**src/rtl/mc_pkg.sv**
```systemverilog
// ============================================================================
// Module      : mc_pkg
// Description : Shared types and constants for the multi-cycle RV32I control
//               unit: FSM states, instruction classes, opcodes, ALU op codes
//               and the opcode classifier.
// Revision    : 1.0 - initial release
// ============================================================================
`default_nettype none

package mc_pkg;

   // Controller state encoding
   typedef enum logic [2:0] {
      ST_IDLE   = 3'd0,
      ST_FETCH  = 3'd1,
      ST_DECODE = 3'd2,
      ST_EXEC   = 3'd3,
      ST_MEM    = 3'd4,
      ST_WB     = 3'd5,
      ST_FAULT  = 3'd6
   } state_t;

   // Instruction class latched in DECODE
   typedef enum logic [2:0] {
      CLS_R       = 3'd0,
      CLS_I       = 3'd1,
      CLS_LW      = 3'd2,
      CLS_SW      = 3'd3,
      CLS_BEQ     = 3'd4,
      CLS_ILLEGAL = 3'd5
   } iclass_t;

   // RV32I major opcodes handled by this controller
   localparam logic [6:0] OP_R   = 7'b0110011;
   localparam logic [6:0] OP_I   = 7'b0010011;
   localparam logic [6:0] OP_LW  = 7'b0000011;
   localparam logic [6:0] OP_SW  = 7'b0100011;
   localparam logic [6:0] OP_BEQ = 7'b1100011;

   // Encodings understood by the downstream ALU controller
   localparam logic [1:0] ALU_ADD   = 2'b00;
   localparam logic [1:0] ALU_SUB   = 2'b01;
   localparam logic [1:0] ALU_FUNCT = 2'b10;

   // Map a major opcode to its class; BEQ is only legal when branches are on
   function automatic iclass_t classify(input logic [6:0] op, input logic en_branch);
      iclass_t c;
      case (op)
         OP_R:    c = CLS_R;
         OP_I:    c = CLS_I;
         OP_LW:   c = CLS_LW;
         OP_SW:   c = CLS_SW;
         OP_BEQ:  c = en_branch ? CLS_BEQ : CLS_ILLEGAL;
         default: c = CLS_ILLEGAL;
      endcase
      return c;
   endfunction

endpackage

`default_nettype wire

```
**src/rtl/mc_wait_timer.sv**
```systemverilog
// ============================================================================
// Module      : mc_wait_timer
// Description : Counts memory wait cycles and flags the last cycle in which
//               a missing ready must turn into a fault. Disabled (expire tied
//               low) when TIMEOUT is 0.
// Revision    : 1.0 - initial release
// ============================================================================
`default_nettype none

module mc_wait_timer #(
   parameter int TIMEOUT = 16
) (
   input  logic clk,
   input  logic reset,
   input  logic clear,
   input  logic waiting,
   output logic expire
);

   generate
      if (TIMEOUT == 0) begin : g_disabled
         // Timer not present; keep the ports tied off quietly
         logic unused_inputs;
         assign unused_inputs = ^{clk, reset, clear, waiting};
         assign expire        = 1'b0;
      end else begin : g_enabled
         localparam int CW = $clog2(TIMEOUT + 1);
         logic [CW-1:0] count;

         // Wait counter: cleared between transfers, steps on each idle-ready cycle
         always_ff @(posedge clk or negedge reset) begin
            if (!reset) begin
               count <= '0;
            end else if (clear) begin
               count <= '0;
            end else if (waiting) begin
               count <= count + CW'(1);
            end
         end

         // Last allowed cycle still without ready; a ready here never expires
         assign expire = waiting && (count == CW'(TIMEOUT - 1));
      end
   endgenerate

endmodule

`default_nettype wire

```
**src/rtl/mc_controller.sv**
```systemverilog
// ============================================================================
// Module      : mc_controller
// Description : Multi-cycle RV32I control unit. FETCH/DECODE/EXEC/MEM/WB FSM
//               sharing one memory port through a req/ready handshake, with
//               memory timeout fault, optional BEQ and a retired-instruction
//               counter.
// Revision    : 1.0 - initial release
// ============================================================================
`default_nettype none

module mc_controller
   import mc_pkg::*;
#(
   parameter int CNT_W     = 32,
   parameter int TIMEOUT   = 16,
   parameter bit EN_BRANCH = 1'b1
) (
   input  logic             clk,
   input  logic             reset,
   input  logic [6:0]       opcode,
   input  logic             zero,
   input  logic             mem_ready,
   output logic             mem_req,
   output logic             mem_we,
   output logic             i_or_d,
   output logic             ir_write,
   output logic             pc_write,
   output logic             pc_src,
   output logic             alu_src,
   output logic [1:0]       alu_op,
   output logic             mem2reg,
   output logic             reg_write,
   output logic             fault,
   output logic [CNT_W-1:0] instret
);

   state_t  state;
   state_t  state_nxt;
   iclass_t cls;
   iclass_t decoded;
   logic    retire;
   logic    in_xfer;
   logic    waiting;
   logic    timer_clear;
   logic    expire;

   assign decoded = classify(opcode, EN_BRANCH);

   // Timer inputs come straight from the registered state so the timer never
   // sees the next-state logic. Any cycle outside a transfer, or a cycle that
   // completes one, leaves the counter at zero for the next FETCH/MEM entry.
   assign in_xfer     = (state == ST_FETCH) || (state == ST_MEM);
   assign waiting     = in_xfer && !mem_ready;
   assign timer_clear = !in_xfer || mem_ready;

   mc_wait_timer #(
      .TIMEOUT (TIMEOUT)
   ) u_wait_timer (
      .clk     (clk),
      .reset   (reset),
      .clear   (timer_clear),
      .waiting (waiting),
      .expire  (expire)
   );

   // State register; reset returns to IDLE immediately
   always_ff @(posedge clk or negedge reset) begin
      if (!reset) begin
         state <= ST_IDLE;
      end else begin
         state <= state_nxt;
      end
   end

   // Instruction class captured while the opcode is decoded
   always_ff @(posedge clk or negedge reset) begin
      if (!reset) begin
         cls <= CLS_R;
      end else if (state == ST_DECODE) begin
         cls <= decoded;
      end
   end

   // Retired-instruction counter, wraps naturally at 2^CNT_W
   always_ff @(posedge clk or negedge reset) begin
      if (!reset) begin
         instret <= '0;
      end else if (retire) begin
         instret <= instret + CNT_W'(1);
      end
   end

   // Next-state and strobe decode from registered state and latched class
   always_comb begin
      state_nxt = state;
      mem_req   = 1'b0;
      mem_we    = 1'b0;
      i_or_d    = 1'b0;
      ir_write  = 1'b0;
      pc_write  = 1'b0;
      pc_src    = 1'b0;
      alu_src   = 1'b0;
      alu_op    = ALU_ADD;
      mem2reg   = 1'b0;
      reg_write = 1'b0;
      fault     = 1'b0;
      retire    = 1'b0;

      case (state)
         ST_IDLE: begin
            state_nxt = ST_FETCH;
         end

         ST_FETCH: begin
            mem_req = 1'b1;
            if (mem_ready) begin
               ir_write  = 1'b1;
               pc_write  = 1'b1;
               state_nxt = ST_DECODE;
            end else if (expire) begin
               state_nxt = ST_FAULT;
            end
         end

         ST_DECODE: begin
            state_nxt = (decoded == CLS_ILLEGAL) ? ST_FAULT : ST_EXEC;
         end

         ST_EXEC: begin
            case (cls)
               CLS_R: begin
                  alu_op    = ALU_FUNCT;
                  state_nxt = ST_WB;
               end
               CLS_I: begin
                  alu_src   = 1'b1;
                  alu_op    = ALU_FUNCT;
                  state_nxt = ST_WB;
               end
               CLS_LW, CLS_SW: begin
                  alu_src   = 1'b1;
                  alu_op    = ALU_ADD;
                  state_nxt = ST_MEM;
               end
               CLS_BEQ: begin
                  alu_op    = ALU_SUB;
                  pc_src    = 1'b1;
                  pc_write  = zero;
                  retire    = 1'b1;
                  state_nxt = ST_FETCH;
               end
               default: begin
                  state_nxt = ST_FAULT;
               end
            endcase
         end

         ST_MEM: begin
            mem_req = 1'b1;
            i_or_d  = 1'b1;
            mem_we  = (cls == CLS_SW);
            if (mem_ready) begin
               if (cls == CLS_SW) begin
                  retire    = 1'b1;
                  state_nxt = ST_FETCH;
               end else begin
                  state_nxt = ST_WB;
               end
            end else if (expire) begin
               state_nxt = ST_FAULT;
            end
         end

         ST_WB: begin
            reg_write = 1'b1;
            mem2reg   = (cls == CLS_LW);
            retire    = 1'b1;
            state_nxt = ST_FETCH;
         end

         ST_FAULT: begin
            fault = 1'b1;
         end

         default: begin
            state_nxt = ST_IDLE;
         end
      endcase
   end

endmodule

`default_nettype wire

```
**config.mk**
```make
export PLATFORM = sky130hd
export DESIGN_NAME = mc_controller
export DESIGN_NICKNAME = d
export VERILOG_FILES = /design/src/rtl/mc_pkg.sv /design/src/rtl/mc_wait_timer.sv /design/src/rtl/mc_controller.sv
export SDC_FILE = /design/constraint.sdc
export NUM_CORES = 1
export LEC_CHECK = 0
export CORE_MARGIN = 1.5
export CORE_UTILIZATION = 43
export DETAILED_ROUTE_END_ITERATION = 7
export PLACE_DENSITY = 0.71
export SLEW_MARGIN = 40
export SYNTH_ARGS = -nofsm -noshare
export SYNTH_HDL_FRONTEND = slang
export SYNTH_SLANG_ARGS = --single-unit
```
**constraint.sdc**
```tcl
create_clock -name clk -period 2.5 [get_ports clk]
set_clock_uncertainty 0.05 [all_clocks]
set_input_delay 0.625 -clock clk [delete_from_list [all_inputs] [get_ports clk]]
set_output_delay 0.625 -clock clk [all_outputs]
set_load 0.02 [all_outputs]
```
======== Yosys cells after proc, flatten, opt, wreduce, memory -nomap -nowiden ========
Index checks and enable logic that the tools add are counted.
storage, ports and cells
  bits of input ports ..................... 11
  output and inout bits ................... 44
  bits in registers ....................... 43
  logic and storage cells ................. 66
cells by class
  multiplexer cells ....................... 29
  reductions and logical operators ........ 14
  equality and inequality tests ........... 17
  add/subtract/negate cells ............... 2
operators with widths
  kind                                           number
  adder 32 x 1 -> 32 bit, second input constant  1
  one-hot mux 3 bit (6 select lines)             1
  == test 3 bit, second input constant           5
  2-to-1 mux 1 bit                               15
  2-to-1 mux 3 bit                               5
  one-hot mux 3 bit (5 select lines)             1
  == test 7 x 6 -> 1 bit, second input constant  2
  == test 3 x 2 -> 1 bit, second input constant  4
  2-to-1 mux 5 bit                               2
  one-hot mux 3 bit (3 select lines)             1
  OR reduction 2 bit                             4
  == test 7 x 2 -> 1 bit, second input constant  1
  == test 7 x 5 -> 1 bit, second input constant  1
  == test 7 bit, second input constant           1
  == test 3 x 1 -> 1 bit, second input constant  2
  zero test 3 bit                                2
  adder 5 x 1 -> 5 bit, second input constant    1
  == test 5 x 4 -> 1 bit, second input constant  1
  one-hot mux 2 bit (2 select lines)             1
  one-hot mux 1 bit (3 select lines)             1
  OR reduction 3 bit                             1
  logical AND 1 bit                              2
  zero test 1 bit                                2
  logical OR 1 bit                               2
  3 further kinds                                3

======== Depth between registers and ports, before layout ========
  depth after elaboration ................. 7
  gate-level depth with buffers ........... 7
  mapped depth without buffers ............ 6

======== Hierarchy ========
A second synthesis with hierarchy kept.
unflattened totals
  cell total of the unflattened synthesis .. 215
  area total of the unflattened synthesis .. 2260.9 um^2
modules (own cells, without submodules)
  module         times used  area each (um^2)  cells an instance  sequential area each (um^2)
  mc_controller  1           1975.6            191                950.9
  mc_wait_timer  1           285.3             24                 125.1

======== Worst setup path after synthesis ========
Ideal clock, no wire load.
  kind .................................... register to output
  from .................................... reg state[0]
  to ...................................... out pc_write
  stages on the path, launching flop included .. 4
  setup slack ............................. 0.109 ns
  arrival ................................. 1.716 ns
  buffers on the path ..................... 1
  required time ........................... 1.825 ns
  cell sequence ........................... dfrtp_1 > clkbuf_1 > nor4bb_1 > a41o_1
between the ends
  longest elaborated chain between the ends .. 2
  elaborated cells on any way between the ends .. 3
  those cells by class .................... eq/ne (2); mux (1)
RTL lines
  element                                                                  RTL line              source
  start, declared                                                          mc_controller.sv:37   state_t state;
  start signal, assigned                                                   mc_controller.sv:71   state <= state_nxt;
  == test 3 x 2 -> 1 bit / == test 3 x 1 -> 1 bit (equally long branches)  mc_controller.sv:109  case (state)
  one-hot mux 1 bit (2 select lines) *                                     mc_controller.sv:109
  end, declared                                                            mc_controller.sv:27   output logic pc_write,
Mark *: on every way between the ends. The rest lies on a longest branch, timed or not.

======== Final worst setup path ========
  from .................................... in mem_ready
  to ...................................... out pc_write
between the ends
  longest elaborated chain between the ends .. 2
RTL lines
  element                             RTL line              source
  start, declared                     mc_controller.sv:22   input logic mem_ready,
  2-to-1 mux 1 bit                    mc_controller.sv:116  if (mem_ready) begin
  one-hot mux 1 bit (2 select lines)  mc_controller.sv:109
Every way passes these cells.

==> flow_metrics.tcl <==
set metrics [dict create \
    status "completed" \
    cpPeakStageDelay_ps 480 \
    rows 26 \
    wl_per_cell_um 13.6 \
    synth.area.mux_share_pct 1.50 \
    synth_cell_types 44 \
    slew-limit-headroom_pct 64.3 \
    diodes 0 \
    register_area_um2 1080 \
    die_h_um 75.4 \
    post-dp-hpwl_um 3740 \
    final_nets 305 \
    cts_made_buffers 5 \
    startpoint "mem_ready" \
    cts_max_path_buffers 2 \
    r2r-start "state[2]" \
    cts.reportedPaths.clkPinSlew_ps 80 \
    detail-route-antenna-nets 0 \
    slowest_stage "clkdlybuf4s50_1" \
    clock-sinks 43 \
    ys_async_sr_fraction_pct 100 \
    die_area_um2 5680 \
    rsz0062_at_grt "no" \
    initial_core_util_pct 44.4 \
    synthSimpleGateAreaFrac_pct 26.1 \
    synth_top_family_by_area "simple AND/OR/NAND/NOR gates" \
    firstDrtPassIters 4 \
    grt_pass1_vias 1807 \
    r2r_cells 6 \
    fillers 457 \
    hold_viol_final 0 \
    synth.avg_cell_area_um2 10.1 \
    placed_cell_area_um2 2940 \
    max_freq_mhz 418 \
    synth_flop_cell "dfrtp_1" \
    die-width_um 75.4 \
    yosys_warnings 0 \
    finalCoreUtilization_pct 60.1 \
    ys_seq_elements 43 \
    synth_fa_ha_area_share_pct 1.67 \
    io_pins 55 \
    leakage_nw 1.30 \
    cp.required_ps 1820 \
    antenna_found_initial 0 \
    crit_chain "clkdlybuf4s50_1 -> nor4bb_4 -> a41o_1 -> clkdlybuf4s15_2" \
    worstSetupPathType "input port to output pin" \
    pre_cts_ws_ps -378 \
    grt_pass1_wl_um 8240 \
    critical_path_arrival_ps 1720 \
    numPortBuffers 54 \
    slew_violations 0 \
    worst-path-buf-inv 2 \
    core_area_um2 5070 \
    worst_slack_ps 110 \
    crit_end "pc_write" \
    cp_top_family "buffers and inverters" \
    vias 1889 \
    fin_crit_ps 2390 \
    cts_tree "built" \
    clkLatencyLatePin_ps 280 \
    tightest_slew_ps 535 \
    cp-start-kind "input port" \
    cts_max_level 2 \
    root_buffer "clkbuf_8" \
    grt_use_total_pct 18.8 \
    finalSetupViolCount 0 \
    drv_cap 0 \
    synthCells 222 \
    fin_crit_sh_pct 95.6 \
    synth.net_count 236 \
    stdcell_area_um2 3050 \
    cts_hold_buf 0 \
    area_delta_synth_final_pct 35.6 \
    worstSetupEndpointType "output pin" \
    multi_input_area_um2 1120 \
    post-route-drc-count 0 \
    cp_num_cells 4 \
    cp_max_fo 2 \
    rrSetupSlack_ps 560 \
    peakVddDrop_mv 0.531 \
    drive_above_1_share_pct 11.3 \
    synth-xor-area-share_pct 13.6 \
    rr_endpoint "instret[23]" \
    p_per_area_nw_per_um2 694 \
    initialDrtViolationCount 117 \
    hold_class "input port to asynchronous set/reset pin" \
    synth_compound_area_share_pct 6.11 \
    syn_area_um2 2250 \
    wirelength_um 4900 \
    yosysSeqAreaShare_pct 47.8 \
    viasPerCell 5.23 \
    cts_setup_buffers 0 \
    overflow 0 \
    grt_max_degree 26 \
    synth_edf_count 0 \
    place_congestion 0.845 \
]
## where the power goes
| part | internal (W) | leakage, nW | switching (W) | total [W] |
|---|---|---|---|---|
| Sequential | 0.000776 | 0.530 | 0.000113 | 0.000889 |
| Combinational | 0.000343 | 0.721 | 0.000375 | 0.000718 |
| Clock | 0.000293 | 0.0513 | 0.000219 | 0.000512 |
## how the worst min path moves through the flow
stage / cells after the start / start / to / slack [ps]
floorplan: 0 / reset / cls[0] / 280
global placement: 1 / u_wait_timer.g_enabled.count[0] / u_wait_timer.g_enabled.count[0] / 400
detailed placement: 1 / u_wait_timer.g_enabled.count[0] / u_wait_timer.g_enabled.count[0] / 420
CTS: 1 / reset / instret[8] / 280
global route: 1 / reset / instret[8] / 300
finish: 1 / reset / instret[8] / 260
## cells by family (layout without fill, tap and decap cells)
group,count (synthesis),after routing
simple gates,105,105
fa+ha+maj,3,3
compound gates,20,20
buf+inv,13,82
flops,43,43
mux,3,3
xor+xnor,35,35
## cells in the final DEF (no fill, tap or decap), types with 2 or more instances in the layout
cell type        Yosys  final
nand3_1             13     13
nand2_1             13     13
dlygate4sd2_1        0      9
clkbuf_8             0      5
and4b_1              2      2
nand4_1             17     17
dfrtp_1             43     42
and3_1               5      5
ha_1                 3      3
xnor2_1             21     21
mux2_2               3      3
nand2b_1             2      2
inv_1                5      5
clkdlybuf4s50_1      0     42
xor2_1              14     14
and2_1               4      4
nor2_1              23     23
and4_1               4      4
nor4_1               3      3
buf_4                2     16
nor3_1              11     11
a21oi_1              7      7
## metrics by stage
| step | instances | hold WS, ps | total power (W) | TNS [ps] |
|---|---|---|---|---|
| after detailed placement | 354 | 417 | 0.00162 | -1040 |
| final | 361 | 262 | 0.00212 | 0 |
| after floorplan | 222 | 279 | 0.00131 | 0 |
| after CTS | 361 | 276 | 0.00213 | 0 |
| after global placement | 354 | 403 | 0.00161 | -820 |
| after global routing | 361 | 303 | 0.00224 | 0 |
## sequential cells by signal (all words and copies together) (netlist names)
name / flops
state: 3
cls: 3
u_wait_timer.g_enabled.count: 5
instret: 32
## worst register-to-register path, delay by kind of cell, from the launching register on
family	cells	cell delay (ps)
simple gates	3	660
xor+xnor	1	170
compound gates	1	360
flops	1	470
buf+inv	1	160
## layout make-up
| type | count | share of cell area, % |
|---|---|---|
| multi-input combinational | 166 | 36.6 |
| sequential | 43 | 35.3 |
| timing repair buffer | 70 | 21.2 |
| tap | 70 | 2.87 |
| clock buffer | 6 | 2.38 |
| clock inverter | 1 | 0.984 |
| inverter | 5 | 0.615 |
## Yosys cell counts, types with 4 or more instances
master / n / area, um^2
a21oi_1: 7 / 35.0
and2_1: 4 / 25.0
and3_1: 5 / 31.3
and4_1: 4 / 35.0
dfrtp_1: 43 / 1080
inv_1: 5 / 18.8
nand2_1: 13 / 48.8
nand3_1: 13 / 65.1
nand4_1: 17 / 106
nor2_1: 23 / 86.3
nor3_1: 11 / 55.1
xnor2_1: 21 / 184
xor2_1: 14 / 123
## what timing repair did
item	4_1_cts	5_1_grt
cloned	0	0
pin swaps	0	1
setup endpoints to repair	10	3
gates resized for setup	14	2
## metal layers
metal	up-vias	share of wire (%)	track usage, %
li1	930	-	-
met1	909	45	24.6
met2	45	51	32.7
met3	5	3.4	2.91
met4	0	0.80	5.16
met5	-	0	0
Power figures use the tool's default switching activity.
